[src/rtl/systolic_pkg.sv]
// Shared types and defaults for the systolic array sequencer.
// Optional perf counter in systolic_sequencer is enabled by SEQ_PERF_CNT_EN.
package systolic_pkg;

    typedef enum logic [1:0] {
        ST_IDLE = 2'd0,
        ST_LOAD = 2'd1,
        ST_MULT = 2'd2,
        ST_DONE = 2'd3
    } seq_state_t;

    localparam int DEFAULT_MATRIX_SIZE = 2;
    localparam int DEFAULT_STEP_CYCLES = 4;
    localparam int DEFAULT_TILE_W      = 8;

    // Index width that never collapses to zero bits for a size of 1.
    function automatic int clog2_min1(input int v);
        return (v > 1) ? $clog2(v) : 1;
    endfunction

endpackage

[src/rtl/systolic_step_timer.sv]
// Wavefront step timer: divides the clock by STEP_CYCLES and counts steps.
// clear has priority over enable so a cancelled or finished pass restarts at step 0.
module systolic_step_timer
    import systolic_pkg::*;
#(
    parameter int STEP_CYCLES = DEFAULT_STEP_CYCLES,
    parameter int STEP_W      = 2
) (
    input  logic              clk,
    input  logic              reset,
    input  logic              enable,
    input  logic              clear,
    output logic              step_tick,
    output logic [STEP_W-1:0] step
);

    localparam int CNT_W = clog2_min1(STEP_CYCLES);
    localparam logic [CNT_W-1:0] CNT_LAST = CNT_W'(STEP_CYCLES - 1);

    logic [CNT_W-1:0] cnt;

    assign step_tick = enable && (cnt == CNT_LAST);

    always_ff @(posedge clk or negedge reset) begin
        if (!reset) begin
            cnt  <= '0;
            step <= '0;
        end else if (clear) begin
            cnt  <= '0;
            step <= '0;
        end else if (enable) begin
            if (cnt == CNT_LAST) begin
                cnt  <= '0;
                step <= step + STEP_W'(1);
            end else begin
                cnt <= cnt + CNT_W'(1);
            end
        end
    end

endmodule

[src/rtl/systolic_sequencer.sv]
// Control sequencer for an N x N systolic array: per-tile weight load then skewed multiply wavefront.
// Define SEQ_PERF_CNT_EN to add the perf_cycles busy-cycle counter output.
module systolic_sequencer
    import systolic_pkg::*;
#(
    parameter int MATRIX_SIZE = DEFAULT_MATRIX_SIZE,
    parameter int STEP_CYCLES = DEFAULT_STEP_CYCLES,
    parameter int TILE_W      = DEFAULT_TILE_W
) (
    input  logic                                clk,
    input  logic                                reset,
    input  logic                                general_enable,
    input  logic                                start,
    input  logic                                abort,
    input  logic [TILE_W-1:0]                   tile_count,
    output logic [MATRIX_SIZE-1:0]              load_weight,
    output logic [clog2_min1(MATRIX_SIZE)-1:0]  weight_row_sel,
    output logic [MATRIX_SIZE-1:0]              enable_mult,
    output logic                                busy,
    output logic                                done
`ifdef SEQ_PERF_CNT_EN
    ,
    output logic [31:0]                         perf_cycles
`endif
);

    localparam int unsigned N      = MATRIX_SIZE;
    localparam int          ROW_W  = clog2_min1(MATRIX_SIZE);
    localparam int          STEP_W = clog2_min1(2 * MATRIX_SIZE);

    localparam logic [ROW_W-1:0]  ROW_LAST  = ROW_W'(MATRIX_SIZE - 1);
    localparam logic [STEP_W-1:0] STEP_LAST = STEP_W'(2 * MATRIX_SIZE - 2);

    seq_state_t        state, state_next;
    logic [ROW_W-1:0]  row, row_next;
    logic [TILE_W-1:0] tiles_left, tiles_next;
    logic [STEP_W-1:0] step;
    logic              step_tick;
    logic              mult_last;
    logic              timer_clear;

    assign mult_last   = (state == ST_MULT) && step_tick && (step == STEP_LAST);
    assign timer_clear = abort || (state != ST_MULT) || mult_last;

    systolic_step_timer #(
        .STEP_CYCLES (STEP_CYCLES),
        .STEP_W      (STEP_W)
    ) u_step_timer (
        .clk       (clk),
        .reset     (reset),
        .enable    (general_enable),
        .clear     (timer_clear),
        .step_tick (step_tick),
        .step      (step)
    );

    always_ff @(posedge clk or negedge reset) begin
        if (!reset) begin
            state      <= ST_IDLE;
            row        <= '0;
            tiles_left <= '0;
        end else begin
            state      <= state_next;
            row        <= row_next;
            tiles_left <= tiles_next;
        end
    end

    // abort wins over both start and a deasserted general_enable
    always_comb begin
        state_next = state;
        row_next   = row;
        tiles_next = tiles_left;
        if (abort) begin
            state_next = ST_IDLE;
            row_next   = '0;
            tiles_next = '0;
        end else if (general_enable) begin
            case (state)
                ST_IDLE: begin
                    if (start) begin
                        state_next = ST_LOAD;
                        row_next   = '0;
                        tiles_next = (tile_count == '0) ? TILE_W'(1) : tile_count;
                    end
                end
                ST_LOAD: begin
                    if (row == ROW_LAST) begin
                        state_next = ST_MULT;
                        row_next   = '0;
                    end else begin
                        row_next = row + ROW_W'(1);
                    end
                end
                ST_MULT: begin
                    if (mult_last) begin
                        tiles_next = tiles_left - TILE_W'(1);
                        state_next = (tiles_left == TILE_W'(1)) ? ST_DONE : ST_LOAD;
                    end
                end
                ST_DONE: begin
                    state_next = ST_IDLE;
                end
                default: begin
                    state_next = ST_IDLE;
                end
            endcase
        end
    end

    // Row r of the array is active for wavefront steps r .. r+N-1.
    always_comb begin
        load_weight    = '0;
        weight_row_sel = '0;
        enable_mult    = '0;
        if (state == ST_LOAD) begin
            load_weight    = MATRIX_SIZE'(1) << row;
            weight_row_sel = row;
        end
        if (state == ST_MULT) begin
            for (int unsigned r = 0; r < N; r++) begin
                if ((r <= 32'(step)) && (32'(step) <= r + N - 1)) begin
                    enable_mult[r] = 1'b1;
                end
            end
        end
    end

    assign busy = (state != ST_IDLE);
    assign done = (state == ST_DONE);

`ifdef SEQ_PERF_CNT_EN
    always_ff @(posedge clk or negedge reset) begin
        if (!reset) begin
            perf_cycles <= '0;
        end else if (abort) begin
            perf_cycles <= '0;
        end else if (general_enable) begin
            if ((state == ST_IDLE) && start) begin
                perf_cycles <= '0;
            end else if (state != ST_IDLE) begin
                perf_cycles <= perf_cycles + 32'd1;
            end
        end
    end
`endif

endmodule

[config.mk]
export PLATFORM = sky130hd
export DESIGN_NAME = systolic_sequencer
export DESIGN_NICKNAME = d
export VERILOG_FILES = /design/src/rtl/systolic_pkg.sv /design/src/rtl/systolic_step_timer.sv /design/src/rtl/systolic_sequencer.sv
export SDC_FILE = /design/constraint.sdc
export NUM_CORES = 1
export LEC_CHECK = 0
export CAP_MARGIN = 20
export CORE_UTILIZATION = 51
export DETAILED_ROUTE_END_ITERATION = 6
export GPL_TIMING_DRIVEN = 0
export PLACE_DENSITY_LB_ADDON = 0.12
export SYNTH_ARGS = -nofsm -noshare
export SYNTH_HDL_FRONTEND = slang
export SYNTH_SLANG_ARGS = --single-unit
[constraint.sdc]
create_clock -name clk -period 2 [get_ports clk]
set_input_delay 0.4 -clock clk [delete_from_list [all_inputs] [get_ports clk]]
set_output_delay 0.4 -clock clk [all_outputs]
set_load 0.05 [all_outputs]
# Yosys cells after proc, flatten, opt, wreduce, memory -nomap -nowiden
# Index checks and enable logic that the tools add are counted.
# word_totals
register_bits,15
input_bits,13
out_inout_bits,7
elab_cells,70
# op_classes
addsub,4
order_cmp,3
eq_ne,10
shifts,1
n_mux,29
n_reduce_logical,18
# ops
cell,count
$mux 8,5
$mux 2,14
$pmux 8 s2,1
$ne 3x3->1 const B,3
$eq 2x2->1 const B,4
$eq 8x1->1 const B,1
$logic_not 8->1,1
$pmux 2 s4,1
$reduce_and 4->1,2
$reduce_bool 2->1,4
$sub 8x1->8 const B,1
$mux 1,7
$reduce_bool 3->1,2
$add 2x1->2 const B,2
$logic_and 1x1->1,4
$reduce_and 3->1,1
$eq 2x1->1 const B,1
$le 1x2->1 const A,1
$le 2x1->1 const B,1
$le 2x2->1 const B,1
$logic_not 2->1,1
$logic_or 1x1->1,2
$ne 2x2->1 const B,1
$pmux 1 s2,1
other kinds (3),3

# Depth between registers and ports, before layout
# depth
depth_word,8
mapped_depth,6
depth_no_buf,6

# By module
# From an unflattened synthesis, not the netlist that was laid out.
# hier_totals
cells_unflattened,120
hier_area_um2,1052.3
# modules_own_cells
mod,instances,cells_per_inst,area_each_um2,seq_area_each_um2
systolic_sequencer,1,103,848.3,275.3
systolic_step_timer,1,17,203.9,100.1

# Worst setup path after synthesis
# No wires, ideal clock.
# synth_timing
path_type,reg-to-reg
from,register state[0]
to,register row
setup_ns,0.077
arrival_ns,2.052
required_ns,1.923
setup_slack_ns,-0.129
stages_incl_launch_ff,6
path_buffers,1
synth_period_minus_slack_ns,2.129
path_cell_list,dfrtp_1 buf_2 inv_1 nor3_1 a22oi_1 nor2_1
# synth_between
elab_chain_len,4
word_cells_on_any_way,8
cone_classes,2 x eq/ne; 3 x mux; 3 x reduce/logical
# synth_rtl
item,line_no,source
from (decl),systolic_sequencer.sv:34,"seq_state_t state, state_next;"
from (signal assigned),systolic_sequencer.sv:63,state <= state_next;
$eq 2x1->1 or $logic_not 2->1 (tied branches),systolic_sequencer.sv:79,case (state)
$pmux 1 s2,systolic_sequencer.sv:79,
$mux 1,systolic_sequencer.sv:78,end else if (general_enable) begin
$mux 1,systolic_sequencer.sv:74,if (abort) begin
to (signal assigned),systolic_sequencer.sv:64,row <= row_next;
to (decl),systolic_sequencer.sv:35,"logic [ROW_W-1:0] row, row_next;"
# Several ways; a longest one is shown, not always the timed one. The select of a mux whose other input is x is not followed.
# A chain may end at the register's enable or synchronous reset.

# Final worst setup path
# layout_timing
from,register state[1]
to,output port enable_mult[0]
# layout_between
elab_chain_len,2
# layout_rtl
item,line_no,source
$eq 2x2->1,systolic_sequencer.sv:120,if (state == ST_MULT) begin
$mux 2,systolic_sequencer.sv:120,
to (decl),systolic_sequencer.sv:18,"output logic [MATRIX_SIZE-1:0] enable_mult,"
# Every way passes these cells.

==> flow_summary.ini <==
[synthesis]
ys_warn_count = 0
synth.cell_area_um2 = 1120
synth_common_cells = a21oi_1, dfrtp_1, nand2_1, nor2_1, nor3_1
syn_avg_cell_area_um2 = 8.80
synth_area_leaders = dfrtp_1, a21oi_1, ha_1, nor3_1, nand2_1
ys.flop_type = dfrtp_1
yosysSeqAreaShare_pct = 33.6
netlist_instances = 127
ys_ff_latch = 15
synthArstFlopShare_pct = 100
syn_nets = 145
synth_edf_count = 0
synth_area_leader_cell = dfrtp_1
ys_types = 42
netlist.area_leader.share_pct = 33.6

[detailed_routing]
vias_per_cell = 5.71
ant_nets = 0
wl_per_cell_um = 14.4
vias = 1005
drtPass1Iterations = 4
route.met3.wl_um = 104
routed_wl_um = 2530
drtIter0Drc = 39
wl_met1_um = 1150
top_layer_used = met4
met2_length_um = 1230
route.detailed.drc = 0

[placed_design]
place.gp.congestion = 0.887
place_area_um2 = 1340
io_buffers = 18
placed_cells = 172
hpwl_um = 1860

[layout]
fill_cells = 171
area_growth_pct = 21.2
fin_nets = 168
diodes = 0
fin_area_um2 = 1350
final_layout_size_suffix_gt1_share_pct = 22.1
instances_no_fill = 176

[outcome]
status = completed

[clock_tree]
cts_buffers = 3
clkLatencyLatePin_ns = 0.29
cts_tree = done
clk_path_buf_depth = 2
clkTransAtPathRegs_ns = 0.10
htree_levels = 1
clock-root-buffer = clkbuf_4
clock-sinks = 15

[run]
drv_cap = 0

[grt]
grt_pass1_wl_um = 4490
grt.overflow.total = 0
grt_start_max_net_pins = 16
grt_usage_pct = 24.8
grt_antenna_before_repair = 0
grt_pass1_vias = 1011

[floorplan]
die-width_um = 48.8
initial_core_util_pct = 55.8
core_um2 = 2000
die_area_um2 = 2380
row_count = 16
die_h_um = 48.8
ios = 20

[sta]
layout_min_cycle_time_ns = 1.90
fmax_mhz = 527
finalMaxSlewViolations = 0
rsz0062_at_grt = no
max_slew_margin_pct = 54.1
period_share_pct = 94.9
setup_tns_ns = 0
setup_violations = 0
worstMarginPinSlew_ns = 0.687
finClkSkew_ns = 0.00689
hold_viol = 0

[worst_setup_path]
cp.arrival_ns = 1.50
critPathLaunchType = flip-flop
cp_max_fo = 10
critPathRequiredTime_ns = 1.60
worst_setup_path_end_kind = output pin
critPathKind = flip-flop to output pin

[power]
p_leak_nw = 0.568
ir_worst_vdd_mv = 0.405
power_density_nw_per_um2 = 567

[hold_path]
hold_class = input port to flip-flop
==> metal layers <==
metal	vias to the layer above	track usage, %
met5	-	0
met2	34	41.4
met3	5	3.74
met1	465	30.9
met4	0	12.7
li1	501	-
==> cells by family (layout without fill, tap and decap cells) <==
kind of cell / after synthesis / count (layout) / synth area share (%)
compound gates: 38 / 38 / 22.5
fa+ha+maj: 5 / 5 / 5.60
buf+inv: 14 / 36 / 8.29
flops: 15 / 15 / 33.6
mux: 4 / 4 / 3.92
simple gates: 51 / 51 / 26.1
==> power by group <==
part           internal [W]  leakage [nW]  switching [W]
clock             0.0000776        0.0150       0.000108
sequential         0.000318         0.205      0.0000180
combinational      0.000106         0.348       0.000139
==> layout by cell type (no fill, tap or decap), drive strengths merged, types with 4 or more instances in the layout <==
| cell type | netlist | routed |
|---|---|---|
| nand2 | 11 | 11 |
| buf | 4 | 8 |
| ha | 5 | 5 |
| clkdlybuf4s50 | 0 | 11 |
| o21ai | 8 | 8 |
| nor2 | 11 | 11 |
| nor2b | 4 | 4 |
| dfrtp | 15 | 15 |
| a21oi | 15 | 15 |
| inv | 6 | 6 |
| clkbuf | 3 | 9 |
| nor3 | 9 | 9 |
==> worst paths after layout <==
path / startpoint / endpoint / slack (ns) / depth (start not counted)
worst max-delay path: state[1]$_DFFE_PN0P_ / enable_mult[0] / 0.10 / 5
worst min-delay path: abort / state[1]$_DFFE_PN0P_ / 0.37 / 2
worst max register to register: tiles_left[0]$_DFFE_PN0P_ / tiles_left[6]$_DFFE_PN0P_ / 0.25 / 6
worst min register to register: tiles_left[7]$_DFFE_PN0P_ / tiles_left[7]$_DFFE_PN0P_ / 0.56 / 2
max in group asynchronous: reset / tiles_left[2]$_DFFE_PN0P_ / 1.05 / 1
min in group asynchronous: reset / state[1]$_DFFE_PN0P_ / 0.51 / 1
==> what timing repair did <==
item,in CTS,in global routing
hold buffers,0,0
setup endpoints to repair,7,6
pin swaps,0,0
gates resized for setup,22,14
buffers inserted,0,0
==> layout make-up <==
type                            instances  area (µm²)  share of cell area (%)
Tap cell                               27        33.8                    2.50
Clock buffer                            4        26.3                    1.94
Inverter                                6        22.5                    1.66
Buffer                                  8        70.1                    5.18
Sequential cell                        15         375                    27.7
Timing Repair Buffer                   18         164                    12.1
Multi-Input combinational cell         98         662                    48.9
==> worst max-delay path, stage by stage (launching register included) <==
cell and delay (ns):
dfrtp_1 0.34, buf_4 0.17, nor2b_4 0.20, clkbuf_8 0.19, o21a_1 0.14, buf_6 0.15
==> metrics by stage <==
step           utilization [%]  setup WS (ns)  power, W  hold slack (ns)
2_1_floorplan                -         0.0663  0.000510            0.104
3_3_place_gp              66.8         -0.254  0.000583            0.533
3_5_place_dp              66.8         -0.252  0.000590            0.553
4_1_cts                   67.8        0.00822  0.000770            0.362
5_1_grt                   67.6        0.00263  0.000808            0.372
6_report                  67.6          0.103  0.000767            0.366
==> registers in the layout, indices dropped and copies added (netlist names) <==
signal and flops:
tiles_left 8, state 2, u_step_timer.cnt 2, u_step_timer.step 2
row 1
Power figures use the tool's default switching activity.
